--- src/rtl/io_buffered_port.sv ---
// Buffered I/O port endpoint: CPU writes stream to the device through a TX FIFO,
// device data is returned to the CPU through an RX FIFO with registered read data.
module io_buffered_port #(
   parameter int DATA_WIDTH = 32,
   parameter int DEPTH      = 8
) (
   input  logic                  Clock,
   input  logic                  Reset,
   input  logic [DATA_WIDTH-1:0] WrData,
   input  logic                  WrEn,
   input  logic                  RdEn,
   output logic [DATA_WIDTH-1:0] RdData,
   output logic [DATA_WIDTH-1:0] TxData,
   output logic                  TxValid,
   input  logic                  TxReady,
   input  logic [DATA_WIDTH-1:0] RxData,
   input  logic                  RxValid,
   output logic                  RxReady,
   output logic                  TxFull,
   output logic                  RxEmpty,
   output logic                  TxOverflow,
   output logic                  RxUnderflow,
   input  logic                  ErrClr
);
   localparam int AW = $clog2(DEPTH);
   localparam logic [AW:0] FULL_CNT = (AW+1)'(DEPTH);

   logic [DATA_WIDTH-1:0] tx_mem_q [DEPTH];
   logic [AW-1:0]         tx_wr_q, tx_rd_q;
   logic [AW:0]           tx_cnt_q, tx_cnt_d;
   logic                  tx_push, tx_pop;

   logic [DATA_WIDTH-1:0] rx_mem_q [DEPTH];
   logic [AW-1:0]         rx_wr_q, rx_rd_q;
   logic [AW:0]           rx_cnt_q, rx_cnt_d;
   logic                  rx_push, rx_pop;

   logic [DATA_WIDTH-1:0] rd_data_q;
   logic                  tx_ovf_q, tx_ovf_d, rx_unf_q, rx_unf_d;

   assign TxFull      = (tx_cnt_q == FULL_CNT);
   assign TxValid     = (tx_cnt_q != '0) && !Reset;
   assign TxData      = tx_mem_q[tx_rd_q];
   assign RxEmpty     = (rx_cnt_q == '0);
   assign RxReady     = (rx_cnt_q != FULL_CNT) && !Reset;
   assign RdData      = rd_data_q;
   assign TxOverflow  = tx_ovf_q;
   assign RxUnderflow = rx_unf_q;

   // A full TX FIFO still accepts a write when the head leaves in the same cycle.
   assign tx_pop  = TxValid && TxReady;
   assign tx_push = WrEn && !Reset && (!TxFull || tx_pop);
   assign rx_push = RxValid && RxReady;
   assign rx_pop  = RdEn && !RxEmpty && !Reset;

   always_comb begin
      tx_cnt_d = tx_cnt_q;
      if (tx_push && !tx_pop)      tx_cnt_d = tx_cnt_q + 1'b1;
      else if (tx_pop && !tx_push) tx_cnt_d = tx_cnt_q - 1'b1;
      rx_cnt_d = rx_cnt_q;
      if (rx_push && !rx_pop)      rx_cnt_d = rx_cnt_q + 1'b1;
      else if (rx_pop && !rx_push) rx_cnt_d = rx_cnt_q - 1'b1;
   end

   // Set beats clear when a new error coincides with ErrClr.
   always_comb begin
      tx_ovf_d = (tx_ovf_q && !ErrClr) || (WrEn && TxFull && !tx_pop);
      rx_unf_d = (rx_unf_q && !ErrClr) || (RdEn && RxEmpty);
   end

   always_ff @(posedge Clock) begin
      if (Reset) begin
         tx_wr_q   <= '0;
         tx_rd_q   <= '0;
         tx_cnt_q  <= '0;
         rx_wr_q   <= '0;
         rx_rd_q   <= '0;
         rx_cnt_q  <= '0;
         rd_data_q <= '0;
         tx_ovf_q  <= 1'b0;
         rx_unf_q  <= 1'b0;
      end else begin
         if (tx_push) tx_wr_q <= tx_wr_q + 1'b1;
         if (tx_pop)  tx_rd_q <= tx_rd_q + 1'b1;
         if (rx_push) rx_wr_q <= rx_wr_q + 1'b1;
         if (rx_pop)  rx_rd_q <= rx_rd_q + 1'b1;
         tx_cnt_q <= tx_cnt_d;
         rx_cnt_q <= rx_cnt_d;
         if (RdEn) rd_data_q <= rx_pop ? rx_mem_q[rx_rd_q] : '0;
         tx_ovf_q <= tx_ovf_d;
         rx_unf_q <= rx_unf_d;
      end
   end

   always_ff @(posedge Clock) begin
      if (tx_push) tx_mem_q[tx_wr_q] <= WrData;
      if (rx_push) rx_mem_q[rx_wr_q] <= RxData;
   end

endmodule

--- config.mk ---
export PLATFORM = sky130hd
export DESIGN_NAME = io_buffered_port
export DESIGN_NICKNAME = d
export VERILOG_FILES = /design/src/rtl/io_buffered_port.sv
export SDC_FILE = /design/constraint.sdc
export NUM_CORES = 1
export LEC_CHECK = 0
export ABC_CLOCK_PERIOD_IN_PS = 5600
export BUFFER_PORTS_ARGS = -buffer_cell sky130_fd_sc_hd__buf_2
export CAP_MARGIN = 15
export CORE_MARGIN = 1
export CORE_UTILIZATION = 54
export CTS_CLUSTER_DIAMETER = 60
export DETAILED_ROUTE_END_ITERATION = 6
export HOLD_SLACK_MARGIN = 0.03
export MAX_ROUTING_LAYER = met4
export PLACE_DENSITY = 0.79
export SETUP_SLACK_MARGIN = 0.2
export SYNTH_ARGS = -nofsm -noshare
export SYNTH_HDL_FRONTEND = slang
export SYNTH_SLANG_ARGS = --single-unit
--- constraint.sdc ---
create_clock -name Clock -period 5.6 [get_ports Clock]
set_clock_uncertainty 0.15 [all_clocks]
set_input_delay 1.12 -clock Clock [delete_from_list [all_inputs] [get_ports Clock]]
set_output_delay 1.12 -clock Clock [all_outputs]
set_load 0.005 [all_outputs]
Word level (Yosys, flattened, before mapping)
Memory sizes are Yosys's and may differ from the RTL's. A register that Yosys moved wholly into a read port is not among the register bits.
Cells that the tools add are included.
{"block": "op_classes", "n_addsub": 8, "eq_ne": 2, "muxes": 13, "reduce_logical": 32}
{"op": "$mux W32", "count": 1}
{"op": "$logic_and A1 B1 Y1", "count": 17}
{"op": "$mux W4", "count": 4}
{"op": "$add A3 B1 Y3 const B", "count": 4}
{"op": "$mux W3", "count": 4}
{"op": "$add A4 B1 Y4 const B", "count": 2}
{"op": "$logic_not A1 Y1", "count": 8}
{"op": "$sub A4 B1 Y4 const B", "count": 2}
{"op": "$eq A4 B4 Y1 const B", "count": 1}
{"op": "$logic_not A4 Y1", "count": 1}
{"op": "$mux W1", "count": 4}
{"op": "$ne A4 B4 Y1 const B", "count": 1}
{"op": "$reduce_bool A2 Y1", "count": 2}
{"op": "$reduce_bool A4 Y1", "count": 1}
{"op": "$logic_or A1 B1 Y1", "count": 3}
{"block": "word_totals", "regBits": 54, "ram_bits": 512, "out_inout_bits": 70, "word_cells": 66, "mem_count": 2}
{"name": "rx_mem_q", "depth": 8, "word_bits": 32, "rd": 1, "rd_ports_with_merged_regs": 1, "wr": 1, "line": "33", "source": "logic [DATA_WIDTH-1:0] rx_mem_q [DEPTH];"}
{"name": "tx_mem_q", "depth": 8, "word_bits": 32, "rd": 1, "rd_ports_with_merged_regs": 1, "wr": 1, "line": "28", "source": "logic [DATA_WIDTH-1:0] tx_mem_q [DEPTH];"}

Depth between registers and ports, before layout
Gate-level depths: netlist of the first run.
{"block": "depth", "ltp_word": 9, "ltp_mapped": 11, "mapped_depth_nobuf": 11}

Worst setup path before layout of the first run
Ideal clock, no wire load.
{"block": "synth_timing", "path_type": "input to register", "start": "input port TxReady", "end": "memory tx_mem_q[0][0] (enable)", "arrival_ps": 4940, "path_slack_ps": -2, "path_stages": 3, "n_path_buf": 0, "cell_sequence": "nor2b_1 > nor2_2 > nor4b_1"}
{"block": "synth_between", "elab_chain_cells": 5}
{"item": "start: declaration", "line": "15", "source": "input logic TxReady,"}
{"item": "$logic_and A1 B1 Y1", "line": "51", "source": "assign tx_pop = TxValid && TxReady;"}
{"item": "$logic_or A1 B1 Y1", "line": "52", "source": "assign tx_push = WrEn && !Reset && (!TxFull || tx_pop);"}
{"item": "$logic_and A1 B1 Y1", "line": "52"}
{"item": "$mux W1", "line": "96", "source": "if (tx_push) tx_mem_q[tx_wr_q] <= WrData;"}
{"item": "$mux W1 (implied by the code)", "line": "96"}
{"item": "end: declaration", "line": "28"}
No other way between the ends.

==> metrics.md, run 1 <==
| Metric | Value |
|---|---|
| Core footprint | a little under 40000 um^2 |
| Max Fclk | 239 MHz |
| Final Setup Violations | 0 |
| Root buffer cell | clkbuf_16 |
| FF-to-FF path depth | 10 |
| Mapped Area | between 20000 and 25000 um^2 |
| Area contributors post-synth | edfxtp_1, mux2i_1, dfxtp_1 |
| Nets@finish | 1331 |
| Hold path depth | 1 |
| Worst slew pin tran | 1.14 ns |
| Skew-Pair Late Insertion Delay | 0.58 ns |
| Final hold slack | between 0.3 and 0.4 ns |
| WP buf/inv | 2 |
| Setup CP Type | reg -> out |
| CP max FO | 53 |
| Sequential Area | about 17000 um^2 |
| Power Dens Cells | 411 nW/um^2 |
| WHS Endpoint | RdData[7] |
| Worst r2r src | tx_cnt_q[0] |
| GP Congestion | 0.772 |
| I/O Pins | about 140 |
| Cell Chain, Critical Path | buf_4 > mux4_1 > mux2_2 > buf_2 |
| Filler instances | around 2600 |
| Clk pin slew, worst setup/hold paths | 0.06 ns |
| Overflow after GRT | 0 |
| Max_cap viols | 0 |
| Most frequent cells in the layout | edfxtp_1, buf_2, mux2i_1 |
| # rows | 73 |
| CTS tree | done |
| Leakage | between 8 and 9 nW |
| Area occupied by multi-input gates | 4980 um^2 |
| Number of synthesized register bits | 572 |
| Post-CTS setup buffer count | 0 |
| Average via count per standard cell | 5.91 |
| Die span in y | 203 um |
| HP Start | RdData[7] |
| Crit-path max cell delay | 0.98 ns |
| Max Root-Sink Buffers | 3 |
| Run status | finished clean |
| PortBufs | 140 |
| Syn Area/Cell | 20.1 um^2 |
| Cells after Synth | 1086 |
| DRT Pass-1 Iters | 5 |
| Fin crit period | 4.18 ns |
| RR Endpoint | tx_cnt_q[3] |
| Dpl cells | about 1700 |
| Most common cell after layout, fill and taps aside | edfxtp_1 |
| Clock tree sinks | 572 |
| Relative slew slack | 23.5% |
| Sequential area share after synthesis | between 70% and 80% |
| Largest net degree at the start of global routing | 78 |
| Final Non-Filler Cells | 1826 |
| Top cell type's share of synthesized area | 70.6% |
| Arr. time, crit path | 2.91 ns |
| TritonCTS buffer count | 54 |
| Die X | 203 um |
| # hold bufs at CTS | 0 |
| Post-route ant nets | 0 |
| HP Class | reg -> reg |
| WL per Instance | between 20 and 25 um |
| Detailed Route Iter0 Violations | 694 |
| DRC viols | 0 |
| CP max-delay cell | dfxtp_4 |
| Post-synth top area cell | edfxtp_1 |
| Initial antenna violation count | 6 |
| H-tree levels | 2 |
| Syn_nets | 1169 |
| Die Area | 41100 um^2 |
| Crit-path leading delay family | flip-flops |
| Peak VDD IR | roughly 0.32 mV |
| Final WL | 42600 um |
| Hpwl dp | between 20000 and 25000 um |
| Worst Path Required | 4.33 ns |
| Vias after detailed routing | 10800 |
| Post-CTS Resized | 0 |
| Synth Warn # | 0 |
| Vias in the first global route | 11200 |
| Fin crit share | 74.7% |
| RSZ-0062 raised after global routing | false |
| First-pass GRT wire length | 64600 um |
| CP endpoint kind | output pin |
| Share of cells above drive strength 1 | 26.5% |
| Total GRT Usage | 21.5% |
| Total negative slack | 0 ns |
| Final Slew Violations | 0 |
| Reg2Reg Setup Slack | 2.47 ns |
| Fin. Hold Viols | 0 |
| CP Launch Type | register |
| Count of different cell masters after synthesis | 39 |
| Area growth syn-to-layout | 14.4% |
| Initial Util | ~55% |
==> final cells by class <==
cell class	count	share of cell area, %
Clock inverter	33	1.31
Clock buffer	69	5.73
Multi-Input combinational cell	447	20.0
Antenna cell	7	0.0703
Sequential cell	572	66.5
Tap cell	525	2.64
Inverter	7	0.105
Timing Repair Buffer	166	3.64
==> worst max-delay path by stage <==
stage                     endpoint  slack (ns)  depth (start not counted)
floorplan           tx_mem_q[4][0]        0.26                          3
global placement       tx_cnt_q[3]        1.64                         11
detailed placement     tx_cnt_q[3]        1.56                         11
CTS                     TxData[13]        1.33                          4
global route            TxData[13]        1.26                          4
finish                  TxData[13]        1.42                          4
==> metal layers <==
metal / GRT usage (%) / vias to the layer above / part of all wire, %
li1: - / 4803 / -
met1: 25.6 / 5564 / 39
met2: 37.0 / 353 / 52
met3: 4.74 / 72 / 7.0
met4: 5.67 / 0 / 2.1
met5: - / - / 0
==> per-stage QoR <==
step	power [mW]	utilization, %	instance area (um^2)	setup WS (ns)
floorplan	6.22	-	21800	0.257
global placement	6.68	58.3	23200	1.64
detailed placement	6.74	58.3	23200	1.56
CTS	10.3	62.7	24900	1.33
global route	10.6	62.7	24900	1.26
finish	10.2	62.7	24900	1.42
==> kinds of logic after synthesis <==
kind of cell,after synthesis,synth area share [%]
compound gates,112,4.21
xor+xnor,12,0.483
fa+ha+maj,12,0.758
buf+inv,67,1.63
flops,572,76.1
mux,230,14.9
simple gates,81,1.88
==> where the power goes <==
part / total, mW / switching, mW / leakage [nW] / internal (mW)
Sequential: 5.16 / 0.271 / 5.12 / 4.89
Combinational: 1.49 / 0.726 / 2.10 / 0.766
Clock: 3.60 / 1.52 / 0.857 / 2.08
==> cell usage after synthesis, drive strengths merged <==
cell type	number
a31oi	2
dfxtp	60
nor3b	2
nand2	8
nor4b	3
ha	10
mux2i	132
xor2	6
nor2	37
nor4	4
or4b	1
clkbuf	20
inv	7
nor3	6
and2	2
o21ai	4
nand2b	3
fa	2
a21oi	6
o41ai	1
o211ai	1
a22oi	64
a211oi	2
a32o	32
buf	40
nor4bb	1
mux4	64
xnor2	6
or4	1
nor2b	9
nand3	4
mux2	34
edfxtp	512
==> sequential cells by signal, indices dropped and copies added, names as in the netlist, named ones only <==
name,flops
tx_cnt_q,4
tx_rd_q,3
rx_rd_q,3
rx_mem_q,256
tx_wr_q,3
tx_mem_q,256
RxUnderflow,1
RdData,32
TxOverflow,1
rx_cnt_q,4
rx_wr_q,3
==> worst register-to-register path: cells and delay by family (launching register included) <==
family                   cells  cell delay [ns]
flip-flops                   1             0.38
adder cells (fa/ha/maj)      2             0.52
AO/OA/AOI/OAI                3             0.46
buffers and inverters        1             0.14
multiplexers                 1             0.34
AND/OR/NAND/NOR              3             1.04
Note: power is estimated with default switching activity, not from simulation.
==> inputs of run 2 (changes only) <==
Settings changed: ABC_CLOCK_PERIOD_IN_PS 5600 to 4200, CORE_UTILIZATION 54 to 60, PLACE_DENSITY 0.79 to 0.83.
Clock period 5.6 ns to 4.2 ns, I/O delays scaled along.
==> metrics.md, run 2 (same netlist as run 1, synthesis figures left out) <==
| Metric | Value |
|---|---|
| Run status | finished with violations |
| Violated checks | DRC |
| Finished Core Util | 70.0% (+7.3 points) |
| WL per Instance | 24.2 um (+3.9%) |
| Hpwl dp | 22800 um (+0.47%) |
| GP Congestion | 0.762 (-1.3%) |
| Total negative slack | 0 ns (unchanged) |
| Peak VDD IR | 0.716 mV (+130%) |
| Total GRT Usage | 24.2% (+2.7 points) |
| # rows | 69 (-5.5%) |
| First-pass GRT wire length | 63900 um (-1.1%) |
| Nets@finish | 1333 (+0.15%) |
| Most common cell after layout, fill and taps aside | edfxtp_1 |
| CP max FO | 37 (-30%) |
| CP endpoint kind | output pin |
| Skew-Pair Late Insertion Delay | 0.58 ns (about the same) |
| Detailed Route Iter0 Violations | 797 (+15%) |
| Root buffer cell | clkbuf_16 |
| Worst Path Required | 3.21 ns (-1.12 ns) |
| HP Start | RdData[30] |
| Initial Util | 61.1% (+6.3 points) |
| Switching power | 3.39 mW (+35%) |
| RSZ-0062 raised after global routing | false |
| I/O Pins | 141 (unchanged) |
| Die X | 193 um (-5.1%) |
| Post-CTS setup buffer count | 0 (unchanged) |
| TritonCTS buffer count | 54 (unchanged) |
| Final Slew Violations | 0 (unchanged) |
| H-tree levels | 2 (unchanged) |
| Comb power frac | 15.5% (+0.9 points) |
| CTS tree | done |
| Post-CTS Resized | 0 (unchanged) |
| Switching Fraction | 24.8% (+0.27 points) |
| Worst r2r src | tx_cnt_q[0] |
| DRC viols | 26 (+26) |
| WHS Endpoint | RdData[30] |
| Average via count per standard cell | 6.12 (+3.6%) |
| Largest net degree at the start of global routing | 65 (-17%) |
| Max Fclk | 288 MHz |
| Core footprint | 35700 um^2 (-10%) |
| Fin crit share | around 83% |
| Flop pwr share | 49.8% (-0.5 points) |
| PortBufs | 140 (unchanged) |
| Relative slew slack | 23.6% (+0.089 points) |
| Fin. Hold Viols | 0 (unchanged) |
| Max Root-Sink Buffers | 3 (unchanged) |
| Power Dens Cells | 546 nW/um^2 (+33%) |
| Die span in y | 193 um (-5.1%) |
| Vias in the first global route | 11200 (+0.55%) |
| Final WS setup | 0.728 ns (-0.690 ns) |
| Share of cells above drive strength 1 | 27.0% (+0.54 points) |
| Reg2Reg Setup Slack | 1.07 ns (-1.40 ns) |
| Vias after detailed routing | 10800 (+0.074%) |
| Clk pin slew, worst setup/hold paths | 0.06 ns (about the same) |
| Arr. time, crit path | 2.48 ns (-0.43 ns) |
| Final hold slack | 0.315 ns (+0.00475 ns) |
| Worst slew pin tran | 1.14 ns (-0.00133 ns) |
| Leakage | 8.09 nW (+0.15%) |
| Int Power | 10.3 mW (+33%) |
| Dpl ws | 0.739 ns (-0.818 ns) |
| Post-route ant nets | 0 (unchanged) |
| DRT Pass-1 Iters | 7 (+2) |
| RR Endpoint | tx_cnt_q[3] |
| Fin crit period | 3.47 ns |
| Setup CP Type | reg -> out |
| Die Area | 37100 um^2 (-9.9%) |
| FF-to-FF path depth | 10 (unchanged) |
| Hold path depth | 1 (unchanged) |
| Clock tree sinks | 572 (unchanged) |
| Area growth syn-to-layout | 14.7% |
| # hold bufs at CTS | 0 (unchanged) |
| Max_cap viols | 0 (unchanged) |
| HP Class | reg -> reg |
| Initial antenna violation count | 9 (+3) |
| CP Launch Type | register |
| Final Setup Violations | 0 (unchanged) |
| Clock power share | 34.7% (-0.4 points) |
| Final WL | 42800 um (+0.33%) |
| Most frequent cells in the layout | edfxtp_1, buf_2, mux2i_1 |
| Overflow after GRT | 0 (unchanged) |
==> run 2: area by class of cell <==
class                           count  area [um^2]
Sequential cell                   572        16600
Fill cell                        2110        10700
Multi-Input combinational cell    447         5030
Clock buffer                       64         1440
Timing Repair Buffer              168          983
Tap cell                          461          577
Clock inverter                     36          309
Inverter                            7         26.3
Antenna cell                        9         22.5
==> run 2: power by group through the flow <==
stage / Clock, mW / Sequential [mW] / Combinational (mW)
after floorplan: 0 / 6.79 / 1.51
after global placement: 0 / 6.89 / 2.04
after detailed placement: 0 / 6.92 / 2.11
after CTS: 4.81 / 6.80 / 2.13
after global routing: 5.01 / 6.83 / 2.30
final: 4.74 / 6.80 / 2.11
==> run 2: critical path: stages (launching register included) <==
cell and delay [ns]:
dfxtp_2 0.79, buf_12 0.30, mux4_1 0.37, mux2_2 0.30
buf_2 0.13
==> run 2: how the worst max path moves through the flow <==
stage / from / to / slack, ns / cells past startpoint
after floorplan: TxReady / tx_mem_q[1][0] / 0.03 / 3
after global placement: Reset / tx_cnt_q[3] / 0.82 / 11
after detailed placement: Reset / tx_cnt_q[3] / 0.74 / 11
after CTS: register / TxData[17] / 0.66 / 4
after global routing: register / TxData[17] / 0.61 / 4
final: register / TxData[17] / 0.73 / 4
==> run 2: per-stage QoR <==
step	cell area, um^2	instances	power (mW)
6_report	25000	1764	13.6
5_1_grt	25000	1764	14.1
4_1_cts	24900	1754	13.7
3_5_place_dp	23200	1654	9.03
3_3_place_gp	23200	1654	8.93
2_1_floorplan	21800	1086	8.30
==> run 2: per-layer routing <==
metal / up-vias / GRT usage [%] / share of wire [%] / wire length, um
met1: 5536 / 29.1 / 39 / 16700
met5: - / - / 0 / 0
met3: 90 / 5.35 / 7.0 / 2980
met4: 0 / 8.21 / 2.6 / 1120
li1: 4813 / - / - / -
met2: 361 / 40.6 / 51 / 22000
